`config.mk`:
```
export PLATFORM = sky130hd
export DESIGN_NAME = multicycle_sequencer_flat
export DESIGN_NICKNAME = d
export VERILOG_FILES = /design/src/rtl/multicycle_sequencer_if.sv /design/src/rtl/multicycle_sequencer.sv /design/src/flat_wrapper.sv
export SDC_FILE = /design/constraint.sdc
export NUM_CORES = 1
export LEC_CHECK = 0
export BUFFER_PORTS_ARGS = -buffer_cell sky130_fd_sc_hd__buf_4
export CORE_AREA = 4 4 63 65
export DETAILED_ROUTE_END_ITERATION = 16
export DIE_AREA = 0 0 67 69
export GPL_TIMING_DRIVEN = 0
export PLACE_DENSITY = 0.75
export SYNTH_ARGS = -nofsm -noshare
export SYNTH_HDL_FRONTEND = slang
export SYNTH_SLANG_ARGS = --single-unit
```
`constraint.sdc`:
```
create_clock -name clk -period 1.5 [get_ports clk]
set_input_delay 0.225 -clock clk [delete_from_list [all_inputs] [get_ports clk]]
set_output_delay 0.225 -clock clk [all_outputs]
set_load 0.01 [all_outputs]
```
`src/rtl/multicycle_sequencer_if.sv`:
```
// Control/handshake bundle between the multicycle sequencer and the
// memory port plus ALU/register-file datapath.
interface multicycle_sequencer_if #(
    parameter int RETIRE_W = 16
);
    logic [6:0]          opcode;
    logic                zero;
    logic                mem_ready;
    logic                mem_req;
    logic                mem_we;
    logic                iord;
    logic                ir_write;
    logic                pc_write;
    logic                pc_src;
    logic                alu_src;
    logic [3:0]          alu_control;
    logic                reg_write;
    logic                mem_to_reg;
    logic                illegal;
    logic [2:0]          state;
    logic [RETIRE_W-1:0] retire_count;

    modport master (
        input  opcode, zero, mem_ready,
        output mem_req, mem_we, iord, ir_write, pc_write, pc_src, alu_src,
               alu_control, reg_write, mem_to_reg, illegal, state, retire_count
    );

    modport slave (
        output opcode, zero, mem_ready,
        input  mem_req, mem_we, iord, ir_write, pc_write, pc_src, alu_src,
               alu_control, reg_write, mem_to_reg, illegal, state, retire_count
    );
endinterface

```
`src/rtl/multicycle_sequencer.sv`:
```
// Multi-cycle FETCH/DECODE/EXEC/MEM/WB control sequencer for the RV32
// subset (add, andi, bne, sh, lh) with a retired-instruction counter.
//
// state  | meaning
// FETCH  | read instruction at PC; on ready load IR and bump PC by 4
// DECODE | classify opcode, capture it into op_q; flag unsupported ops
// EXEC   | drive ALU; bne resolves here and retires
// MEM    | data access at ALU address; sh retires on ready
// WB     | register file write (ALU or memory data); retires
module multicycle_sequencer #(
    parameter int RETIRE_W = 16
) (
    input  logic                    clk,
    input  logic                    reset,
    multicycle_sequencer_if.master  bus
);
    localparam logic [6:0] OP_ADD  = 7'b0110011;
    localparam logic [6:0] OP_ANDI = 7'b0010011;
    localparam logic [6:0] OP_BNE  = 7'b1100011;
    localparam logic [6:0] OP_SH   = 7'b0100011;
    localparam logic [6:0] OP_LH   = 7'b0000011;

    typedef enum logic [2:0] {
        S_FETCH  = 3'd0,
        S_DECODE = 3'd1,
        S_EXEC   = 3'd2,
        S_MEM    = 3'd3,
        S_WB     = 3'd4
    } state_t;

    state_t              state_q, next_state;
    logic [6:0]          op_q;
    logic [RETIRE_W-1:0] retire_q;

    logic       mem_req, mem_we, iord, ir_write, pc_write, pc_src, alu_src;
    logic       reg_write, mem_to_reg, illegal, retire;
    logic [3:0] alu_control;
    logic [3:0] op_alu_ctl;
    logic       op_alu_src;
    logic       supported;

    // ALU setup for the captured instruction; reused by EXEC, MEM and WB so
    // the address/result stays stable across the later states.
    always_comb begin
        op_alu_ctl = 4'b0000;
        op_alu_src = 1'b0;
        case (op_q)
            OP_ANDI: begin op_alu_ctl = 4'b0010; op_alu_src = 1'b1; end
            OP_BNE:  begin op_alu_ctl = 4'b1111; op_alu_src = 1'b0; end
            OP_SH,
            OP_LH:   begin op_alu_ctl = 4'b0000; op_alu_src = 1'b1; end
            default: begin op_alu_ctl = 4'b0000; op_alu_src = 1'b0; end
        endcase
    end

    assign supported = (bus.opcode == OP_ADD) || (bus.opcode == OP_ANDI) ||
                       (bus.opcode == OP_BNE) || (bus.opcode == OP_SH)   ||
                       (bus.opcode == OP_LH);

    // Next-state and control decode for the current state.
    always_comb begin
        next_state  = state_q;
        mem_req     = 1'b0;
        mem_we      = 1'b0;
        iord        = 1'b0;
        ir_write    = 1'b0;
        pc_write    = 1'b0;
        pc_src      = 1'b0;
        alu_src     = 1'b0;
        alu_control = 4'b0000;
        reg_write   = 1'b0;
        mem_to_reg  = 1'b0;
        illegal     = 1'b0;
        retire      = 1'b0;
        case (state_q)
            S_FETCH: begin
                mem_req = 1'b1;
                if (bus.mem_ready) begin
                    ir_write   = 1'b1;
                    pc_write   = 1'b1;
                    next_state = S_DECODE;
                end
            end
            S_DECODE: begin
                if (supported) begin
                    next_state = S_EXEC;
                end else begin
                    illegal    = 1'b1;
                    next_state = S_FETCH;
                end
            end
            S_EXEC: begin
                alu_control = op_alu_ctl;
                alu_src     = op_alu_src;
                case (op_q)
                    OP_ADD, OP_ANDI: next_state = S_WB;
                    OP_SH, OP_LH:    next_state = S_MEM;
                    OP_BNE: begin
                        if (!bus.zero) begin
                            pc_write = 1'b1;
                            pc_src   = 1'b1;
                        end
                        retire     = 1'b1;
                        next_state = S_FETCH;
                    end
                    default: next_state = S_FETCH;
                endcase
            end
            S_MEM: begin
                alu_control = op_alu_ctl;
                alu_src     = op_alu_src;
                mem_req     = 1'b1;
                iord        = 1'b1;
                mem_we      = (op_q == OP_SH);
                if (bus.mem_ready) begin
                    if (op_q == OP_SH) begin
                        retire     = 1'b1;
                        next_state = S_FETCH;
                    end else begin
                        next_state = S_WB;
                    end
                end
            end
            S_WB: begin
                alu_control = op_alu_ctl;
                alu_src     = op_alu_src;
                reg_write   = 1'b1;
                mem_to_reg  = (op_q == OP_LH);
                retire      = 1'b1;
                next_state  = S_FETCH;
            end
            default: next_state = S_FETCH;
        endcase
    end

    // State, captured opcode and retire counter; reset aborts any access.
    always_ff @(posedge clk or posedge reset) begin
        if (reset) begin
            state_q  <= S_FETCH;
            op_q     <= 7'd0;
            retire_q <= '0;
        end else begin
            state_q <= next_state;
            if (state_q == S_DECODE) begin
                op_q <= bus.opcode;
            end
            if (retire) begin
                retire_q <= retire_q + RETIRE_W'(1);
            end
        end
    end

    // Controls are forced low while reset is held so an in-flight write or
    // request is dropped the moment reset asserts, not at the next edge.
    assign bus.mem_req      = mem_req    & ~reset;
    assign bus.mem_we       = mem_we     & ~reset;
    assign bus.iord         = iord       & ~reset;
    assign bus.ir_write     = ir_write   & ~reset;
    assign bus.pc_write     = pc_write   & ~reset;
    assign bus.pc_src       = pc_src     & ~reset;
    assign bus.alu_src      = alu_src    & ~reset;
    assign bus.alu_control  = alu_control & {4{~reset}};
    assign bus.reg_write    = reg_write  & ~reset;
    assign bus.mem_to_reg   = mem_to_reg & ~reset;
    assign bus.illegal      = illegal    & ~reset;
    assign bus.state        = state_q;
    assign bus.retire_count = retire_q;
endmodule

```
`src/flat_wrapper.sv`:
```
// flat-port wrapper written by rule: the top's interface ports become plain ports
module multicycle_sequencer_flat 
#(
    parameter int RETIRE_W = 16
)
  (clk, reset, bus_opcode, bus_zero, bus_mem_ready, bus_mem_req, bus_mem_we, bus_iord, bus_ir_write, bus_pc_write, bus_pc_src, bus_alu_src, bus_alu_control, bus_reg_write, bus_mem_to_reg, bus_illegal, bus_state, bus_retire_count);
  multicycle_sequencer_if #(.RETIRE_W(RETIRE_W)) bus_i ();
  input  logic clk;
  input  logic reset;
  input wire logic [$bits(bus_i.opcode)-1:0] bus_opcode;
  input wire logic [$bits(bus_i.zero)-1:0] bus_zero;
  input wire logic [$bits(bus_i.mem_ready)-1:0] bus_mem_ready;
  output wire logic [$bits(bus_i.mem_req)-1:0] bus_mem_req;
  output wire logic [$bits(bus_i.mem_we)-1:0] bus_mem_we;
  output wire logic [$bits(bus_i.iord)-1:0] bus_iord;
  output wire logic [$bits(bus_i.ir_write)-1:0] bus_ir_write;
  output wire logic [$bits(bus_i.pc_write)-1:0] bus_pc_write;
  output wire logic [$bits(bus_i.pc_src)-1:0] bus_pc_src;
  output wire logic [$bits(bus_i.alu_src)-1:0] bus_alu_src;
  output wire logic [$bits(bus_i.alu_control)-1:0] bus_alu_control;
  output wire logic [$bits(bus_i.reg_write)-1:0] bus_reg_write;
  output wire logic [$bits(bus_i.mem_to_reg)-1:0] bus_mem_to_reg;
  output wire logic [$bits(bus_i.illegal)-1:0] bus_illegal;
  output wire logic [$bits(bus_i.state)-1:0] bus_state;
  output wire logic [$bits(bus_i.retire_count)-1:0] bus_retire_count;
  assign bus_i.opcode = bus_opcode;
  assign bus_i.zero = bus_zero;
  assign bus_i.mem_ready = bus_mem_ready;
  assign bus_mem_req = bus_i.mem_req;
  assign bus_mem_we = bus_i.mem_we;
  assign bus_iord = bus_i.iord;
  assign bus_ir_write = bus_i.ir_write;
  assign bus_pc_write = bus_i.pc_write;
  assign bus_pc_src = bus_i.pc_src;
  assign bus_alu_src = bus_i.alu_src;
  assign bus_alu_control = bus_i.alu_control;
  assign bus_reg_write = bus_i.reg_write;
  assign bus_mem_to_reg = bus_i.mem_to_reg;
  assign bus_illegal = bus_i.illegal;
  assign bus_state = bus_i.state;
  assign bus_retire_count = bus_i.retire_count;
  multicycle_sequencer #(.RETIRE_W(RETIRE_W)) u_core (.clk(clk), .reset(reset), .bus(bus_i));
endmodule
```
### Word-level counts from Yosys, hierarchy flattened

Cells that the tools add are included.

* register bits: 26
* bits of input ports: 11
* output and inout port bits: 33
* logic and storage cells: 70

* $add $sub $neg: 1
* equal/unequal tests: 16
* muxes and demuxes: 27
* bitwise operators: 12
* reduce and logical (&&, ||, !) cells: 11

Operator list (number)
* equality test 7 x 6 -> 1 bit, second input constant: 4
* two-way mux 1 bit: 17
* adder 16 x 1 -> 16 bit, second input constant: 1
* equality test 7 x 2 -> 1 bit, second input constant: 2
* equality test 7 x 5 -> 1 bit, second input constant: 2
* equality test 7 bit, second input constant: 2
* one-hot mux 3 bit (4 select lines): 1
* bitwise AND 1 bit: 10
* two-way mux 3 bit: 3
* one-hot mux 4 bit (2 select lines): 1
* equality test 3 x 2 -> 1 bit, second input constant: 2
* one-hot mux 3 bit (2 select lines): 1
* OR reduction 2 bit: 3
* OR reduction 3 bit: 2
* bitwise AND 4 bit: 1
* logical OR 1 bit: 4
* two-way mux 4 bit: 1
* inequality test 2 bit, second input constant: 2
* equality test 3 x 1 -> 1 bit, second input constant: 1
* equality test 3 bit, second input constant: 1
* logical NOT 3 bit: 1
* one-hot mux 1 bit (3 select lines): 1
* two-way mux 2 bit: 1
* one-hot mux 1 bit (2 select lines): 1
* 2 further kinds: 2

### Longest topological paths before layout

Gate-level depths: netlist of the first run.

* depth after elaboration: 8
* depth in mapped cells: 7
* depth with buffers taken out: 5

### Worst setup path after synthesis of the first run

No wires, ideal clock.

* kind: input to output
* start point: input port reset
* end point: output port bus_alu_src
* arrival: 1.729 ns
* required time: 1.275 ns
* path slack: -0.454 ns
* stages on the path: 3
* path buffers: 0
* path through: inv_1 o21ai_0 a2111oi_0

* longest elaborated chain between the ends: 2

RTL lines
* start: declaration: line flat_wrapper.sv:9 `input logic reset;`
* inverter 1 bit: line multicycle_sequencer.sv:161 `assign bus.alu_src = alu_src & ~reset;`
* bitwise AND 1 bit: line multicycle_sequencer.sv:161
* end: declaration: line flat_wrapper.sv:19 `output wire logic [$bits(bus_i.alu_src)-1:0] bus_alu_src;`

No other way between the ends.

### Worst setup path in the final report of the first run

* start point: register u_core.state_q[1] (netlist: u_core.bus.state[1])
* end point: output port bus_alu_src

* longest elaborated chain between the ends: 4
* elaborated cells on any way between the ends: 6
* those cells by class: eq/ne (3); mux (1); bitwise (1); reduce/logical (1)

RTL lines
* start: declaration: line multicycle_sequencer.sv:31 `state_t state_q, next_state;`
* start signal: assignment: line multicycle_sequencer.sv:143 `state_q <= next_state;`
* equality test 3 bit or equality test 3 x 2 -> 1 bit (tied branches): line multicycle_sequencer.sv:75 `case (state_q)`
* OR reduction 3 bit (no source line) *
* two-way mux 1 bit *: line multicycle_sequencer.sv:75
* bitwise AND 1 bit *: line multicycle_sequencer.sv:161

Every way passes the cells marked *; elsewhere a longest branch is shown, timed or not.

==> key figures, run 1 <==
Final layout
  • Antenna diodes: 0
  • Fin util: between 70% and 80%
  • # nets final: 217
  • Fillers: between 200 and 250
  • Fraction of layout instances using a drive strength above 1: between 60 and 70%
  • Area delta synth->final: 73.7%

Routing
  • Metal-1 WL: between 1500 and 2000 um
  • Wire per inst: between 15 and 20 um
  • DR pass1 iterations: 4
  • Metal2 WL: approximately 2700 um
  • Top layer in use: met4
  • Detailed Route Iter0 Violations: between 100 and 150
  • Via count: approximately 1400
  • Post-route antenna net violation count: 0
  • Routed met3 length: ~260 um
  • Vias per cell: roughly 5.6
  • Routed Wire Length: just under 5000 um
  • Drt drc: 0

Worst setup path
  • Critical Path AT: 1.93 ns
  • CP Class: reg2out
  • Critical path required time: approximately 1.3 ns
  • R2R Path End: u_core.bus.state[2]
  • Worst Reg-to-Reg Cells: 5
  • Reg-to-reg setup timing slack: -0.31 ns
  • Startpoint types: flop
  • Crit end category: output pin
  • CP max FO: 4
  • R2R Path Start: u_core.op_q[3]

Die
  • Number of I/O pins: 44
  • Die H: around 69 um
  • Initial Utilization: between 40 and 50%
  • Die width: about 67 um
  • # rows: 21
  • Full die area: approximately 4600 um2
  • Core ar.: roughly 3300 um2

Outcome
  • Failing checks: negative setup slack
  • Status: finished with violations

STA
  • Fmax: about 460 MHz
  • Setup ws final: -0.659 ns
  • RSZ-0062 raised after global routing: true
  • Final setup fails: 40
  • Pins Over Slew Limit: 0
  • Fin Clk Skew: between 0.015 and 0.02 ns
  • Final period util: 144%
  • Final Hold Fails: 0
  • Max-Slew Margin vs Limit: 37.1%
  • Setup tns final: -11.28 ns
  • Fin crit period: about 2.2 ns
  • Measured slew at the worst slew-check pin: roughly 0.92 ns

Logic synthesis
  • Post-synth EDFFs: 0
  • Library cells used by synthesis: 39
  • Area leader, netlist: dfrtp_1
  • Ys async rst share: between 90% and 100%
  • Syn Inst Count: around 130
  • Top-count cell post-synth: dfrtp_1
  • Area share of the largest cell type after synthesis: between 40% and 50%
  • Mapped Area: between 1000 and 1500 um2
  • Synth area leaders: dfrtp_1 46%, xnor2_1 8.7%, mux2_2 6.4%, and3_1 3.5%, nand4_1 3.5%
  • Synthesis Warnings: 0
  • Syn_nets: approximately 140
  • Post-synth top cells: 26 x dfrtp_1, 14 x xnor2_1, 8 x and3_1, 8 x mux2_2, 8 x nand4_1
  • Seq/Total Area, Yosys: around 46%
  • Seq cells post-synth: 26
  • Mean cell area of the mapped netlist: roughly 11 um2
  • Synth Flop Type: dfrtp_1

Clock tree
  • Clock Tree Root: clkbuf_4
  • Worst-path clk slew: 0.16 ns
  • Cts bufs inserted: 3
  • CTS Buffer Depth: 2
  • CTS tree: yes
  • Clock sink total: 26
  • H-tree levels: 1
  • Worst-Skew Late Latency: around 0.33 ns

Power and ir drop
  • Net Sw Power: roughly 0.42 mW
  • Pleak: 1.17 nW
  • Pwr per Cell Area: around 660 nW/um2
  • Peak VDD IR: approximately 0.84 mV
  • Seq pwr share: between 40 and 50%
  • Clk pwr share: 30.5%
  • Comb pwr share: a little over 20%
  • Pint: roughly 1.2 mW
  • Sw frac: 25.9%

Place
  • RePlAce Congestion: a little under 0.8
  • Port bufs: 43
  • Post-DP HPWL: 2370 um

Global route
  • Vias in the first global route: around 1400
  • Initial antenna violation count: 0
  • Total GRT Usage: 18.7%
  • First-pass GRT wire length: approximately 6900 um
  • GRT Residual Overflow: 0
  • Largest net degree at the start of global routing: 30

Job
  • Max-cap violation count: 0

Min path
  • Min-Delay Path Class: in2async
-- power groups by stage --
stage	combinational, mW	sequential [mW]	clock (mW)
after floorplan	0.139	0.792	0
after global placement	0.206	0.796	0
after detailed placement	0.210	0.799	0
after CTS	0.279	0.785	0.497
after global routing	0.350	0.795	0.530
final	0.333	0.792	0.494
-- cell type report --
cell class	instances	area, um2	area share [%]
buffer	6	70.1	2.86
tap	46	57.6	2.35
clock inverter	1	30.0	1.23
inverter	1	7.51	0.306
multi-input combinational	93	921	37.6
sequential	26	654	26.7
clock buffer	3	22.5	0.919
timing repair inverter	1	5.00	0.204
timing repair buffer	73	683	27.9
-- kinds of logic after synthesis --
| kind of cell | after synthesis | share of synthesized area, % |
|---|---|---|
| flip-flops | 26 | 46.1 |
| XOR/XNOR | 15 | 9.31 |
| buffers and inverters | 8 | 4.34 |
| AO/OA/AOI/OAI | 11 | 6.30 |
| multiplexers | 9 | 7.09 |
| AND/OR/NAND/NOR | 57 | 26.0 |
| adder cells (fa/ha/maj) | 1 | 0.886 |
-- through the flow --
stage | hold slack [ns] | instance area [um2] | power [mW] | instances | setup slack [ns]
3_3_place_gp | 0.366 | 1840 | 1.00 | 216 | -0.360
5_1_grt | 0.0464 | 2450 | 1.68 | 250 | -0.737
2_1_floorplan | 0.130 | 1460 | 0.931 | 127 | -0.116
6_report | 0.00681 | 2450 | 1.62 | 250 | -0.659
4_1_cts | 0.0188 | 2210 | 1.56 | 235 | -0.595
3_5_place_dp | 0.379 | 1840 | 1.01 | 216 | -0.394
-- cell usage in the layout, fill, tap and decap left out, types with 2 or more instances in the layout --
master / n
nor3_2: 2
nor4_4: 2
buf_4: 52
buf_6: 19
mux2_4: 7
and4_1: 2
buf_8: 3
nand2b_1: 2
dfrtp_1: 23
xnor2_1: 11
dfrtp_2: 3
nor2_1: 3
nor2b_4: 2
nand2_4: 2
a21oi_1: 2
nand2_1: 4
nand4_1: 8
clkbuf_4: 3
nand3_2: 4
and3_1: 7
nor2_4: 2
xnor2_2: 3
-- what timing repair did --
action | in CTS | in global routing
endpoints found under the hold margin | 0 | 12
cloned | 2 | 1
pin swaps | 11 | 13
setup endpoints to repair | 39 | 40
buffers inserted | 13 | 16
resized for setup | 37 | 30
hold buffers | 0 | 1
-- critical path, stage by stage (launching register included) --
cell and delay [ns]:
dfrtp_2 0.48, or2b_4 0.28, nor2_4 0.13, o21ai_4 0.11, a2111oi_2 0.40, buf_4 0.20
-- worst max path at each step --
stage                                   start            to  slack, ns
final                     u_core.bus.state[1]   bus_alu_src      -0.66
after global routing      u_core.bus.state[2]   bus_alu_src      -0.74
after CTS                      u_core.op_q[3]  bus_pc_write      -0.60
after detailed placement                reset    bus_mem_we      -0.39
after global placement                  reset    bus_mem_we      -0.36
after floorplan                u_core.op_q[2]  bus_pc_write      -0.12
-- per-layer routing --
metal / up-vias / GRT usage, %
met5: - / 0
met4: 0 / 6.76
met3: 8 / 3.25
met2: 62 / 29.8
met1: 694 / 24.9
li1: 625 / -
-- flip-flops by register name (all words and copies together), names as in the netlist --
register	cells
u_core.bus.retire_count	16
u_core.op_q	7
u_core.bus.state	3
Note: power is estimated with default switching activity, not from simulation.
==> inputs of run 2 (changes only) <==
- CORE_AREA: 4 4 63 65 -> 4 4 58 71
- CTS_CLUSTER_DIAMETER: default -> 100
- DIE_AREA: 0 0 67 69 -> 0 0 62 75
==> key figures, run 2 (same netlist as run 1, synthesis figures left out) <==
Worst setup path
  • Startpoint types: flop
  • R2R Path Start: u_core.op_q[3]
  • Reg-to-reg setup timing slack: -0.32 ns
  • Crit end category: output pin
  • Critical path required time: about 1.3 ns
  • CP Class: reg2out
  • R2R Path End: u_core.bus.state[2]
  • Critical Path AT: approximately 1.8 ns
  • CP max FO: 4
  • Worst Reg-to-Reg Cells: 5

Die
  • # rows: 24
  • Initial Utilization: between 40% and 50%
  • Die width: roughly 62 um
  • Number of I/O pins: 44
  • Full die area: roughly 4700 um2
  • Core ar.: 3510 um2
  • Die H: around 75 um

Global route
  • GRT Residual Overflow: 0
  • Initial antenna violation count: 0
  • First-pass GRT wire length: approximately 7200 um
  • Largest net degree at the start of global routing: 16
  • Vias in the first global route: between 1000 and 1500
  • Total GRT Usage: approximately a fifth

Final layout
  • Cell area after layout: ~2500 um2
  • Commonest non-fill, non-tap cell in the layout: buf_4
  • Area delta synth->final: 80.5%
  • Fin util: between 70% and 80%
  • Fillers: between 200 and 250
  • Antenna diodes: 0
  • Fraction of layout instances using a drive strength above 1: 66.5%
  • # nets final: 225
  • Most frequent cells in the layout: 58 x buf_4, 25 x buf_6, 24 x dfrtp_1
  • Max FFs per register: 16
  • Fin cells: about 250

STA
  • Max-Slew Margin vs Limit: 56.0%
  • Setup tns final: -9.72 ns
  • Fin Clk Skew: around 0.0023 ns
  • Fmax: 487 MHz
  • Setup ws final: -0.552 ns
  • Final setup fails: 34
  • Final Hold Fails: 1
  • Hold_ws: -0.000584 ns
  • Pins Over Slew Limit: 0
  • Final period util: 137%
  • Measured slew at the worst slew-check pin: 0.656 ns
  • Fin crit period: 2.05 ns
  • RSZ-0062 raised after global routing: true

Power and ir drop
  • Peak VDD IR: around 0.83 mV
  • Pleak: between 1 and 1.5 nW
  • Total power: ~1.6 mW
  • Pwr per Cell Area: about 630 nW/um2

Place
  • Cells after DPL: 209
  • RePlAce Congestion: slightly below 0.8
  • Post-DP HPWL: 2510 um
  • Post-Place Setup Slack: -0.398 ns
  • Placement-stage cell area: between 1500 and 2000 um2
  • Port bufs: 43

Job
  • Max-cap violation count: 0

Clock tree
  • H-tree levels: 1
  • Cts bufs inserted: 3
  • Clock sink total: 26
  • CTS tree: yes
  • Hold-fix buffer count after cts: 0
  • Worst-path clk slew: about 0.090 ns
  • Worst-Skew Late Latency: roughly 0.27 ns
  • CTS Buffer Depth: 2
  • Clock Tree Root: clkbuf_8

Routing
  • Vias per cell: approximately 5.5
  • Drt drc: 0
  • Via count: ~1400
  • Wire per inst: 20.1 um
  • Detailed Route Iter0 Violations: 62
  • Routed Wire Length: between 5000 and 6000 um
  • DR pass1 iterations: 4
  • Post-route antenna net violation count: 0

Outcome
  • Failing checks: negative hold slack, negative setup slack
  • Status: finished with violations

Min path
  • Min-Delay Path Class: in2async
-- run 2: cell count changes in the layout (fill, tap and decap cells not counted), sizes merged --
cell         change
bufbuf           -1
clkbuf           +1
buf             +10
bufinv           -1
dlygate4sd3      -1
-- run 2: worst max path at each step --
stage / cells after the start / slack, ns / startpoint / end
floorplan: 5 / -0.12 / u_core.op_q[2] / bus_pc_write
global placement: 5 / -0.36 / reset / bus_mem_we
finish: 6 / -0.55 / u_core.op_q[3] / bus_pc_write
CTS: 6 / -0.53 / u_core.op_q[3] / bus_pc_write
detailed placement: 5 / -0.40 / reset / bus_mem_we
global route: 6 / -0.66 / u_core.op_q[3] / bus_pc_write
-- run 2: repair_timing --
action                     CTS  global route
gates resized for setup     47            37
setup buffers               22            20
pin swaps                   17            16
gates cloned                 2             0
setup endpoints to repair   39            40
-- run 2: routing by layer --
metal	track usage [%]	part of all wire, %	up-vias
li1	-	-	634
met1	27.1	40	704
met2	35.5	55	33
met3	2.57	3.1	10
met4	6.37	2.1	0
met5	0	0	-
-- run 2: power breakdown --
group / leakage [nW] / total (mW) / switching, mW / internal [mW]
Combinational: 0.860 / 0.347 / 0.150 / 0.198
Sequential: 0.342 / 0.794 / 0.0564 / 0.738
Clock: 0.0288 / 0.451 / 0.217 / 0.235
Total: 1.23 / 1.59 / 0.423 / 1.17
-- run 2: worst max-delay path: stages (launching register included) --
cell and delay, ns:
dfrtp_1 0.39, nand4bb_4 0.28, nor3b_4 0.23, nand2_2 0.09, o31a_1 0.28, nor4_4 0.13
buf_4 0.16
-- run 2: final cells by class --
type | instances | area, um2 | share of cell area [%]
Multi-Input combinational cell | 93 | 997 | 39.1
Inverter | 1 | 7.51 | 0.295
Clock buffer | 4 | 55.1 | 2.16
Timing Repair inverter | 1 | 5.00 | 0.196
Timing Repair Buffer | 81 | 711 | 27.9
Buffer | 6 | 70.1 | 2.75
Sequential cell | 26 | 653 | 25.6
Tap cell | 39 | 48.8 | 1.92
==> inputs of run 3 (changes only) <==
- SKIP_LAST_GASP: default -> 1
==> key figures, run 3 (same netlist as run 1, synthesis figures left out) <==
Routing
  • DR pass1 iterations: 4
  • Vias per cell: about 5.6
  • Drt drc: 0
  • Via count: 1357
  • Post-route antenna net violation count: 0
  • Wire per inst: 18.8 um
  • Detailed Route Iter0 Violations: 54
  • Routed Wire Length: roughly 4500 um

Power and ir drop
  • Net Sw Power: about 0.4 mW
  • Pwr per Cell Area: roughly 640 nW/um2
  • Pleak: 1.14 nW
  • Sw frac: a little over a quarter
  • Pint: ~1.1 mW
  • Seq pwr share: between 50% and 60%
  • Clk pwr share: between 20 and 30%
  • Comb pwr share: a little under a fifth
  • Peak VDD IR: 0.837 mV

Clock tree
  • Clock sink total: 26
  • CTS tree: yes
  • Hold-fix buffer count after cts: 0
  • CTS Buffer Depth: 2
  • H-tree levels: 1
  • Worst-Skew Late Latency: ~0.27 ns
  • Worst-path clk slew: 0.09 ns
  • Clock Tree Root: clkbuf_8
  • Cts bufs inserted: 3

Final layout
  • Fin cells: between 200 and 250
  • Commonest non-fill, non-tap cell in the layout: buf_4
  • Max FFs per register: 16
  • Area delta synth->final: 68.9%
  • Antenna diodes: 0
  • Fillers: between 200 and 250
  • Most frequent cells in the layout: 56 x buf_4, 23 x dfrtp_1, 19 x buf_6
  • Cell area after layout: 2380 um2
  • # nets final: roughly 220
  • Fraction of layout instances using a drive strength above 1: between 60% and 70%
  • Fin util: between 60% and 70%

Place
  • Post-Place Setup Slack: -0.398 ns
  • RePlAce Congestion: roughly 0.8
  • Cells after DPL: around 210
  • Post-DP HPWL: about 2500 um
  • Placement-stage cell area: approximately 1800 um2
  • Port bufs: 43

STA
  • Fin Clk Skew: approximately 0.0029 ns
  • Final period util: 137%
  • RSZ-0062 raised after global routing: true
  • Hold_ws: 0.00463 ns
  • Fmax: 488 MHz
  • Final Hold Fails: 0
  • Setup ws final: -0.550 ns
  • Fin crit period: slightly above 2 ns
  • Measured slew at the worst slew-check pin: ~0.67 ns
  • Pins Over Slew Limit: 0
  • Max-Slew Margin vs Limit: between 50 and 60%
  • Final setup fails: 40

Global route
  • First-pass GRT wire length: 6560 um
  • Initial antenna violation count: 0
  • Total GRT Usage: about a fifth
  • Largest net degree at the start of global routing: 16
  • GRT Residual Overflow: 0
  • Vias in the first global route: about 1400

Die
  • Full die area: 4650 um2
  • Die width: approximately 62 um
  • Initial Utilization: ~40%
  • Core ar.: about 3500 um2
  • # rows: 24
  • Number of I/O pins: 44
  • Die H: roughly 75 um

Worst setup path
  • Slowest cell on crit path: dfrtp_1
  • Bufs and invs on worst path: 1
  • CP max FO: 4
  • Critical path required time: 1.27 ns
  • Critical Path AT: about 1.8 ns
  • Crit end category: output pin
  • Max incr delay on CP: slightly below 0.4 ns
  • Startpoint types: flop
  • Critical path, cell by cell: nand4bb_4 -> nor3b_4 -> nand2_2 -> o31a_1 -> nor4_4 -> buf_4
  • CP top delay family: simple AND/OR/NAND/NOR gates
  • CP Class: reg2out

Outcome
  • Status: finished with violations
  • Failing checks: negative setup slack

Min path
  • Min-Delay Path Class: in2async

Job
  • Max-cap violation count: 0
run 3: power by group through the flow:
| stage | logic (mW) | registers, mW | clock network [mW] |
|---|---|---|---|
| floorplan | 0.139 | 0.792 | 0 |
| global placement | 0.204 | 0.795 | 0 |
| detailed placement | 0.213 | 0.801 | 0 |
| CTS | 0.258 | 0.786 | 0.452 |
| global route | 0.308 | 0.795 | 0.494 |
| finish | 0.289 | 0.787 | 0.459 |
run 3: path summary, 6_finish.rpt:
kind	to	slack (ns)	start	cells after the start
min in group clk	u_core.op_q[6]	0.19	bus_opcode[6]	2
setup reg to reg	u_core.bus.retire_count[1]	-0.35	u_core.bus.state[1]	7
setup / recovery	bus_pc_write	-0.55	u_core.op_q[3]	6
max in group asynchronous	u_core.bus.retire_count[2]	1.06	reset	2
hold reg to reg	u_core.bus.retire_count[15]	0.49	u_core.bus.retire_count[15]	1
hold / removal	u_core.bus.retire_count[8]	0.005	reset	2
run 3: routing by layer:
metal	GRT usage, %	up-vias	routed length (um)
met3	2.74	13	152
met5	0	-	0
met4	8.73	0	140
met1	24.6	690	1820
met2	30.4	40	2430
li1	-	614	-
run 3: per-stage QoR:
step | power (mW) | TNS [ns]
6_report | 1.54 | -10.57
5_1_grt | 1.60 | -13.26
4_1_cts | 1.50 | -10.02
3_5_place_dp | 1.01 | -5.00
3_3_place_gp | 0.999 | -3.31
2_1_floorplan | 0.931 | -0.602
run 3: timing repair:
action | in CTS | in global routing
gates cloned | 2 | 0
setup endpoints to repair | 39 | 40
buffers inserted | 22 | 13
pin swaps | 17 | 14
gates resized for setup | 31 | 31
run 3: layout make-up:
| cell class | instances | area [um2] | area share (%) |
|---|---|---|---|
| multi-input combinational | 93 | 928 | 39.0 |
| sequential | 26 | 654 | 27.5 |
| timing repair buffer | 73 | 624 | 26.2 |
| buffer | 5 | 60.1 | 2.52 |
| clock buffer | 4 | 55.1 | 2.31 |
| tap | 39 | 48.8 | 2.05 |
| inverter | 1 | 7.51 | 0.315 |
| timing repair inverter | 1 | 5.00 | 0.210 |
